### config.mk
export PLATFORM = sky130hd
export DESIGN_NAME = thermocouple_spi_responder
export DESIGN_NICKNAME = d
export VERILOG_FILES = /design/src/rtl/thermocouple_pkg.sv /design/src/rtl/spi_edge_sync.sv /design/src/rtl/thermocouple_spi_responder.sv
export SDC_FILE = /design/constraint.sdc
export NUM_CORES = 1
export LEC_CHECK = 0
export ABC_AREA = 1
export ABC_CLOCK_PERIOD_IN_PS = 4500
export CAP_MARGIN = 20
export CORE_MARGIN = 4
export CORE_UTILIZATION = 45
export DETAILED_ROUTE_END_ITERATION = 6
export GPL_ROUTABILITY_DRIVEN = 0
export GPL_TIMING_DRIVEN = 0
export PLACE_DENSITY = 0.74
export SLEW_MARGIN = 20
export SYNTH_ARGS = -nofsm -noshare
export SYNTH_HDL_FRONTEND = slang
export SYNTH_SLANG_ARGS = --single-unit
### constraint.sdc
create_clock -name clk -period 4.5 [get_ports clk]
set_input_delay 0.9 -clock clk [delete_from_list [all_inputs] [get_ports clk]]
set_output_delay 0.9 -clock clk [all_outputs]
set_load 0.05 [all_outputs]
### src/rtl/thermocouple_pkg.sv
// Frame layout and FSM encoding shared by the thermocouple SPI responder and the reader.
package thermocouple_pkg;

  localparam int FRAME_BITS = 32;
  localparam int TC_MSB     = 31;
  localparam int TC_LSB     = 18;
  localparam int FAULT_BIT  = 16;
  localparam int JT_MSB     = 15;
  localparam int JT_LSB     = 4;
  localparam int FLT_MSB    = 2;

  typedef enum logic {
    IDLE   = 1'b0,
    ACTIVE = 1'b1
  } state_t;

  // Bits 17 and 3 are reserved and always read as zero.
  function automatic logic [FRAME_BITS-1:0] pack_frame(
    input logic [13:0] tc,
    input logic [11:0] jt,
    input logic [3:0]  flt
  );
    logic [FRAME_BITS-1:0] w;
    w                   = '0;
    w[TC_MSB:TC_LSB]    = tc;
    w[FAULT_BIT]        = flt[3];
    w[JT_MSB:JT_LSB]    = jt;
    w[FLT_MSB:0]        = flt[2:0];
    return w;
  endfunction

endpackage

### src/rtl/spi_edge_sync.sv
// Two-flop synchronizer for an asynchronous SPI pin with one history flop for edge pulses.
module spi_edge_sync #(
  parameter logic RST_VAL = 1'b0
) (
  input  logic clk,
  input  logic rst,
  input  logic i_async,
  output logic o_rise,
  output logic o_fall
);

  logic r_meta;
  logic r_sync;
  logic r_hist;

  // Reset to the pin's idle level so releasing reset never fakes an edge.
  always_ff @(posedge clk) begin
    if (rst) begin
      r_meta <= RST_VAL;
      r_sync <= RST_VAL;
      r_hist <= RST_VAL;
    end else begin
      r_meta <= i_async;
      r_sync <= r_meta;
      r_hist <= r_sync;
    end
  end

  assign o_rise = r_sync & ~r_hist;
  assign o_fall = ~r_sync & r_hist;

endmodule

### src/rtl/thermocouple_spi_responder.sv
// MAX31855-style responder: snapshots parallel temperature/fault words periodically and shifts them out on SPI.
module thermocouple_spi_responder
  import thermocouple_pkg::*;
#(
  parameter int CONV_CYCLES = 1200,
  parameter int CBITS       = 16
) (
  input  logic        clk,
  input  logic        rst,
  input  logic        i_sclk,
  input  logic        i_cs_n,
  input  logic [13:0] i_tc_temp_in,
  input  logic [11:0] i_junction_temp_in,
  input  logic [3:0]  i_fault_in,
  output logic        o_miso,
  output logic        o_miso_oe,
  output logic        o_conv_done,
  output logic        o_frame_done
);

  localparam logic [CBITS-1:0] CONV_LAST = CBITS'(CONV_CYCLES - 1);
  localparam logic [5:0]       BIT_MAX   = 6'(FRAME_BITS);

  logic                  w_sclk_fall;
  logic                  w_sclk_rise_unused;
  logic                  w_cs_fall;
  logic                  w_cs_rise;
  logic [FRAME_BITS-1:0] w_frame;

  state_t                r_state;
  logic [FRAME_BITS-1:0] r_snapshot;
  logic [FRAME_BITS-1:0] r_shift;
  logic [5:0]            r_bit_cnt;
  logic [CBITS-1:0]      r_conv_cnt;
  logic                  r_miso;
  logic                  r_miso_oe;
  logic                  r_conv_done;
  logic                  r_frame_done;

  spi_edge_sync #(.RST_VAL(1'b0)) u_sclk_sync (
    .clk    (clk),
    .rst    (rst),
    .i_async(i_sclk),
    .o_rise (w_sclk_rise_unused),
    .o_fall (w_sclk_fall)
  );

  spi_edge_sync #(.RST_VAL(1'b1)) u_cs_sync (
    .clk    (clk),
    .rst    (rst),
    .i_async(i_cs_n),
    .o_rise (w_cs_rise),
    .o_fall (w_cs_fall)
  );

  assign w_frame = pack_frame(i_tc_temp_in, i_junction_temp_in, i_fault_in);

  always_ff @(posedge clk) begin
    if (rst) begin
      r_state      <= IDLE;
      r_snapshot   <= '0;
      r_shift      <= '0;
      r_bit_cnt    <= '0;
      r_conv_cnt   <= '0;
      r_miso       <= 1'b0;
      r_miso_oe    <= 1'b0;
      r_conv_done  <= 1'b0;
      r_frame_done <= 1'b0;
    end else begin
      r_conv_done  <= 1'b0;
      r_frame_done <= 1'b0;
      case (r_state)
        IDLE: begin
          // Frame start outranks a coincident conversion tick: the old snapshot is served.
          if (w_cs_fall) begin
            r_state    <= ACTIVE;
            r_shift    <= r_snapshot;
            r_miso     <= r_snapshot[FRAME_BITS-1];
            r_miso_oe  <= 1'b1;
            r_bit_cnt  <= '0;
            r_conv_cnt <= '0;
          end else if (r_conv_cnt == CONV_LAST) begin
            r_snapshot  <= w_frame;
            r_conv_done <= 1'b1;
            r_conv_cnt  <= '0;
          end else begin
            r_conv_cnt <= r_conv_cnt + 1'b1;
          end
        end
        ACTIVE: begin
          r_conv_cnt <= '0;
          // CS release wins over a same-cycle SCK fall.
          if (w_cs_rise) begin
            r_state      <= IDLE;
            r_miso       <= 1'b0;
            r_miso_oe    <= 1'b0;
            r_frame_done <= (r_bit_cnt == BIT_MAX);
          end else if (w_sclk_fall) begin
            r_shift <= {r_shift[FRAME_BITS-2:0], 1'b0};
            r_miso  <= r_shift[FRAME_BITS-2];
            if (r_bit_cnt != BIT_MAX) begin
              r_bit_cnt <= r_bit_cnt + 1'b1;
            end
          end
        end
        default: r_state <= IDLE;
      endcase
    end
  end

  assign o_miso       = r_miso;
  assign o_miso_oe    = r_miso_oe;
  assign o_conv_done  = r_conv_done;
  assign o_frame_done = r_frame_done;

endmodule
==> results of run 1 <==
[where the power goes]
group          internal (mW)  switching (mW)
logic                 0.0613          0.0886
registers              0.861          0.0145
clock network          0.219           0.290
[layout make-up]
type	count	share of cell area [%]
Sequential cell	94	38.4
Inverter	33	2.58
Clock buffer	12	2.96
Tap cell	111	2.84
Timing Repair Buffer	37	7.56
Buffer	36	4.85
Multi-Input combinational cell	428	40.2
Clock inverter	4	0.613
[routing by layer]
layer	global-route usage [%]	part of all wire, %
met1	23.9	47
met2	30.8	47
met3	2.96	4.0
met4	6.37	1.6
met5	0	0
[registers in the layout (all words and copies together) (netlist names), 6 cells and up]
signal	cells
r_bit_cnt	6
r_conv_cnt	16
r_shift	31
r_snapshot	30
[metrics by stage]
stage	setup slack, ps	hold slack, ps	std cells	cell area, sq um
floorplan	2890	388	591	4210
global placement	1970	396	739	4720
detailed placement	1980	395	739	4720
CTS	2050	411	755	4900
global route	2030	444	755	4900
finish	2080	407	755	4900
[synthesized netlist by cell type, drive strengths merged]
master  instances  area share [%]
ha              3            0.89
nand2         164              15
nor3b           1            0.18
xor2            2            0.42
nand4          39             5.8
inv            33             3.0
nand3          24             3.0
buf            24             4.6
nor2          100             9.7
xnor2           1            0.21
nand3b          1            0.18
a21oi          48             5.8
clkbuf         12             1.1
or2             2            0.30
nor3           11             1.4
o21bai          1            0.18
o21ai          31             3.7
dfxtp          94              45
[worst register-to-register path, stage by stage (launching register included)]
cell,delay [ps]
dfxtp_1,360
ha_1,190
nand2_2,100
nor2_4,120
inv_2,70
nor2_4,200
nand3_2,160
buf_6,190
nand2_1,60
a21oi_1,60
[final timing paths]
check             slack, ps  cells after the start                       endpoint                          start
hold reg to reg         410                      2  u_sclk_sync.r_sync$_SDFF_PP0_  u_sclk_sync.r_meta$_SDFF_PP0_
hold / removal          410                      2  u_sclk_sync.r_sync$_SDFF_PP0_  u_sclk_sync.r_meta$_SDFF_PP0_
setup / recovery       2080                      1                         o_miso            o_miso$_SDFFE_PP0P_
setup reg to reg       2850                      9     r_snapshot[9]$_SDFFE_PP0P_       r_conv_cnt[0]$_SDFF_PP0_
[logic make-up (layout without fill, tap and decap cells)]
group / Yosys count / in the layout / synth area share, %
AO/OA/AOI/OAI: 80 / 80 / 9.65
XOR/XNOR: 3 / 3 / 0.624
adder cells (fa/ha/maj): 3 / 3 / 0.891
buffers and inverters: 69 / 122 / 8.64
flip-flops: 94 / 94 / 44.7
AND/OR/NAND/NOR: 342 / 342 / 35.5
==> reports/summary.txt, run 1 <==
Status -> finished, final reports clean
WL/cell -> 12.7 um
Commonest non-fill, non-tap cell in the layout -> nand2_1
GR Util All Layers -> 18.3%
Die footprint -> 0.0110 sq mm
Post-route antenna net violation count -> 0
Core Rows -> 35
Share of layout cells above drive strength 1 -> 8.85%
Synthesis-to-layout area growth -> 16.2%
CTS tree -> done
Sequential cell area fraction in the yosys report -> 44.7%
Synthesized area per cell -> 7.13 sq um
Core Box Area -> 0.00920 sq mm
Period utilization -> 53.7%
Hold/Removal Path Class -> flop to flop
CTS Root Cell -> clkbuf_8
CTS clk-pin slew, worst paths -> 90 ps
Min Tclk post-route -> 2420 ps
Skew final -> 10.6 ps
RSZ-0062 raised after global routing -> no
Grt total ovfl -> 0
Die X-Extent -> 105 um
# H-tree levels -> 3
Yosys reg bits -> 94
Setup violations, final -> 0
Rel. slew slack -> 65.6%
Pwr dens -> 313 mW/mm^2
Worst-Margin Slew -> 516 ps
Hold_buf cts -> 0
Register area -> 0.00188 sq mm
Vias in the first global route -> 3788
Worst path cell trace -> clkdlybuf4s50_1
Synth unique cells -> 30
Crit-path slowest cell -> clkdlybuf4s50_1
FILL cells -> 894
Syn. warnings -> 0
CTS buffer count -> 9
Final core occ -> 53.3%
Top Ports -> 38
Delay-heaviest family, CP -> buffers and inverters
Leakage power total -> 1.92 nW
Port bufs -> 37
Vias/cell -> 5.17
Pin count of the biggest net entering global routing -> 16
Hold Vio Cnt, Final -> 0
Starting Density -> 45.8%
Worst Path Max Fanout -> 2
Most frequent cells in the layout -> nand2_1, nor2_1, dfxtp_1, a21oi_1, nand4_1
Max Buffers Root-to-Sink -> 2
Worst setup SP type -> flop
Crit path kind -> flop to output pin
Final setup TNS -> 0 ps
Net count, final -> 676
Worst skew pair latency -> 360 ps
# Max-Cap Violations -> 0
Slew Limit Fails -> 0
Final WL -> 9620 um
Pre-antenna DRT Iters -> 5
Crit end category -> output pin
Die Y -> 105 um
Antenna violations before repair -> 0
Buf/Inv on CP -> 1
First-pass GRT wire length -> 16800 um
Max VDD drop -> 150 uV
Synthesized cell area -> 0.00421 sq mm
CP peak stage delay -> 810 ps
Total Power -> 1.53 mW
CTS Sinks -> 94
CP required -> 3600 ps
Iter 0 DRT Violations -> 230
DRC -> 0
Postcts setup bufs -> 0
Fmax -> 414 MHz
Cells after Synth -> 591
Antenna Cells -> 0
Via count -> 3902
Syn_nets -> 628
Worst path arrival time -> 1520 ps
Multi-input gate area -> 0.00197 sq mm
Hpwl dp -> 7220 um
Post-CTS sizing -> 0
Note: power is estimated with default switching activity, not from simulation.
==> run 2, diff against run 1 <==
--- a/config.mk
+++ b/config.mk
@@ -6,7 +6,7 @@
 export NUM_CORES = 1
 export LEC_CHECK = 0
 export ABC_AREA = 1
-export ABC_CLOCK_PERIOD_IN_PS = 4500
+export ABC_CLOCK_PERIOD_IN_PS = 2400
 export CAP_MARGIN = 20
 export CORE_MARGIN = 4
 export CORE_UTILIZATION = 45
==> constraint.sdc (replaced) <==
create_clock -name clk -period 2.4 [get_ports clk]
set_input_delay 0.48 -clock clk [delete_from_list [all_inputs] [get_ports clk]]
set_output_delay 0.48 -clock clk [all_outputs]
set_load 0.05 [all_outputs]
==> results of run 2 <==
Same layout as run 1 (identical final DEF). Status: finished, final reports clean.
Among the figures that moved: setup slack after placement 1980 ps -> 298 ps; setup slack after layout 2080 ps -> 402 ps; register-to-register setup slack 2850 ps -> 750 ps; total power 1.53 mW -> 2.88 mW; worst IR drop on VDD 150 uV -> 281 uV
==> run 3, diff against run 2 <==
--- a/config.mk
+++ b/config.mk
@@ -6,14 +6,14 @@
 export NUM_CORES = 1
 export LEC_CHECK = 0
 export ABC_AREA = 1
-export ABC_CLOCK_PERIOD_IN_PS = 2400
+export ABC_CLOCK_PERIOD_IN_PS = 1800
 export CAP_MARGIN = 20
 export CORE_MARGIN = 4
 export CORE_UTILIZATION = 45
 export DETAILED_ROUTE_END_ITERATION = 6
 export GPL_ROUTABILITY_DRIVEN = 0
 export GPL_TIMING_DRIVEN = 0
-export PLACE_DENSITY = 0.74
+export PLACE_DENSITY = 0.76
 export SLEW_MARGIN = 20
 export SYNTH_ARGS = -nofsm -noshare
 export SYNTH_HDL_FRONTEND = slang
==> constraint.sdc (replaced) <==
create_clock -name clk -period 1.8 [get_ports clk]
set_input_delay 0.36 -clock clk [delete_from_list [all_inputs] [get_ports clk]]
set_output_delay 0.36 -clock clk [all_outputs]
set_load 0.05 [all_outputs]
==> run 3 against run 2 <==
Compared with the run above: power grew 38%; core utilization grew 0.19 points; global-route usage grew 0.23 points; clock-buffer cell count shrank 2; routed wire length grew 2.1%; critical path depth grew 8; first-iteration DRC count shrank 24%; cell count shrank 0.13%; clock skew grew 3.5 ps; flip-flop and latch count is the same; register-to-register slack lost 590 ps; critical path type is now flop to flop; highest routed layer unchanged.
==> reports/summary.txt, run 3 (synthesized netlist as in run 1, its figures left out) <==
CTS Sinks -> 94 (unchanged)
Antenna Cells -> 0 (unchanged)
Hold WS -> 417 ps (was 407 ps)
Hpwl dp -> 7160 um (was 7220 um)
CP required -> 2030 ps (was 1920 ps)
Largest reg by FF count -> r_shift (unchanged)
# Max-Cap Violations -> 0 (unchanged)
Worst-Margin Slew -> 504 ps (was 516 ps)
Hold Vio Cnt, Final -> 0 (unchanged)
Max FFs per register -> 31 (unchanged)
Most frequent cells in the layout -> nand2_1, nor2_1, dfxtp_1, a21oi_1, nand4_1 (unchanged)
Via count -> 3934 (was 3902)
Dpl cells -> 739 (unchanged)
Crit end category -> flop (was output pin)
Die X-Extent -> 105 um (unchanged)
CTS tree -> done (unchanged)
Vias in the first global route -> 3748 (was 3788)
Pre-antenna DRT Iters -> 5 (unchanged)
Grt total ovfl -> 0 (unchanged)
Net count, final -> 676 (unchanged)
Non-Filler Instances -> 754 (was 755)
Skew final -> 14.1 ps (was 10.6 ps)
Die footprint -> 0.0110 sq mm (unchanged)
Share of layout cells above drive strength 1 -> 9.18% (was 8.85%)
Top Ports -> 38 (unchanged)
Leakage power total -> 1.95 nW (was 1.92 nW)
Final setup TNS -> 0 ps (unchanged)
First-pass GRT wire length -> 17100 um (was 16800 um)
CTS clk-pin slew, worst paths -> 100 ps (was 90 ps)
WL/cell -> 13.0 um (was 12.7 um)
Min Tclk post-route -> 1640 ps
Worst setup SP type -> flop (unchanged)
Worst skew pair latency -> 370 ps (was 360 ps)
Postcts setup bufs -> 0 (unchanged)
Crit path kind -> flop to flop (was flop to output pin)
Core Box Area -> 0.00920 sq mm (unchanged)
# H-tree levels -> 3 (unchanged)
RSZ-0062 raised after global routing -> no (unchanged)
Max VDD drop -> 384 uV (was 281 uV)
Iter 0 DRT Violations -> 174 (was 230)
Hold Path Depth -> 2 (unchanged)
Rel. slew slack -> 66.4% (was 65.6%)
Final WL -> 9810 um (was 9620 um)
Pin count of the biggest net entering global routing -> 16 (unchanged)
Setup violations, final -> 0 (unchanged)
Max Buffers Root-to-Sink -> 2 (unchanged)
Status -> finished, final reports clean (unchanged)
Worst Path Max Fanout -> 10 (was 2)
Commonest non-fill, non-tap cell in the layout -> nand2_1 (unchanged)
Fmax -> 609 MHz
FILL cells -> 878 (was 894)
Period utilization -> 91.2%
Vias/cell -> 5.22 (was 5.17)
Starting Density -> 45.8% (unchanged)
Worst path arrival time -> 1870 ps (was 1520 ps)
Core Rows -> 35 (unchanged)
Die Y -> 105 um (unchanged)
Port bufs -> 37 (unchanged)
GR Util All Layers -> 18.6% (was 18.3%)
Pwr dens -> 808 mW/mm^2 (was 587 mW/mm^2)
CTS buffer count -> 9 (unchanged)
Post-route antenna net violation count -> 0 (unchanged)
Largest registers -> r_shift (31), r_snapshot (30), r_conv_cnt (16) (unchanged)
Total Power -> 3.97 mW (was 2.88 mW)
CTS Root Cell -> clkbuf_8 (unchanged)
DRC -> 0 (unchanged)
Synthesis-to-layout area growth -> 16.7% (was 16.2%)
R2R depth -> 9 (unchanged)
Slew Limit Fails -> 0 (unchanged)
Antenna violations before repair -> 0 (unchanged)
Hold/Removal Path Class -> flop to flop (unchanged)
==> run 3: cell count changes in the layout (fill, tap and decap cells not counted), sizes merged <==
cell / previous run / this run
clkdlybuf4s50: 37 / 33
bufinv: 0 / 1
clkinvlp: 1 / 2
dlygate4sd2: 0 / 4
clkinv: 2 / 1
clkbuf: 24 / 22
==> run 3: area by class of cell <==
type	instances	area, sq um	share of cell area [%]
flip-flops and latches	94	1880	38.3
clock inverters	5	58.8	1.20
inverters	33	126	2.57
multi-input cells	428	1970	40.0
repair buffers	37	365	7.43
well taps	111	139	2.83
clock buffers	10	138	2.80
plain buffers	36	239	4.86
==> run 3: layer usage <==
metal | share of wire (%) | up-vias | global-route usage, %
met5 | 0 | - | 0
met1 | 46 | 1834 | 23.7
met2 | 49 | 75 | 31.9
met3 | 4.4 | 14 | 3.71
li1 | - | 2011 | -
met4 | 1.2 | 0 | 5.15
==> run 3: stage by stage <==
stage / cell area (sq um) / util (%) / worst slack, ps
after floorplan: 4210 / - / 395
after global placement: 4720 / 51.4 / -267
after detailed placement: 4720 / 51.4 / -269
after CTS: 4910 / 53.4 / 125
after global routing: 4920 / 53.5 / 13.2
final: 4920 / 53.5 / 158
==> run 3: final timing paths <==
path | startpoint | to | slack (ps)
worst max-delay path | r_conv_cnt[0]$_SDFF_PP0_ | r_snapshot[10]$_SDFFE_PP0P_ | 160
worst min-delay path | u_sclk_sync.r_meta$_SDFF_PP0_ | u_sclk_sync.r_sync$_SDFF_PP0_ | 420
worst max register to register | r_conv_cnt[0]$_SDFF_PP0_ | r_snapshot[10]$_SDFFE_PP0P_ | 160
worst min register to register | u_sclk_sync.r_meta$_SDFF_PP0_ | u_sclk_sync.r_sync$_SDFF_PP0_ | 420
==> run 3: report_power, final <==
part	total [mW]	switching [mW]	internal, mW	leakage [nW]
Sequential	2.19	0.0374	2.15	0.763
Clock	1.41	0.736	0.675	0.0948
Combinational	0.374	0.223	0.152	1.09
==> run 3: critical path: stages (launching register included) <==
cell	delay [ps]
dfxtp_1	360
ha_1	200
nand2_2	100
nor2_4	140
inv_2	80
nor2_4	180
nand3_2	150
buf_6	180
nand2_1	60
a21oi_1	60
==> run 3: what timing repair did <==
item	CTS	global route
endpoints found under the setup margin	4	6
endpoints found under the hold margin	0	0
pin swaps	0	1
hold buffers	0	0
gates resized for setup	4	2
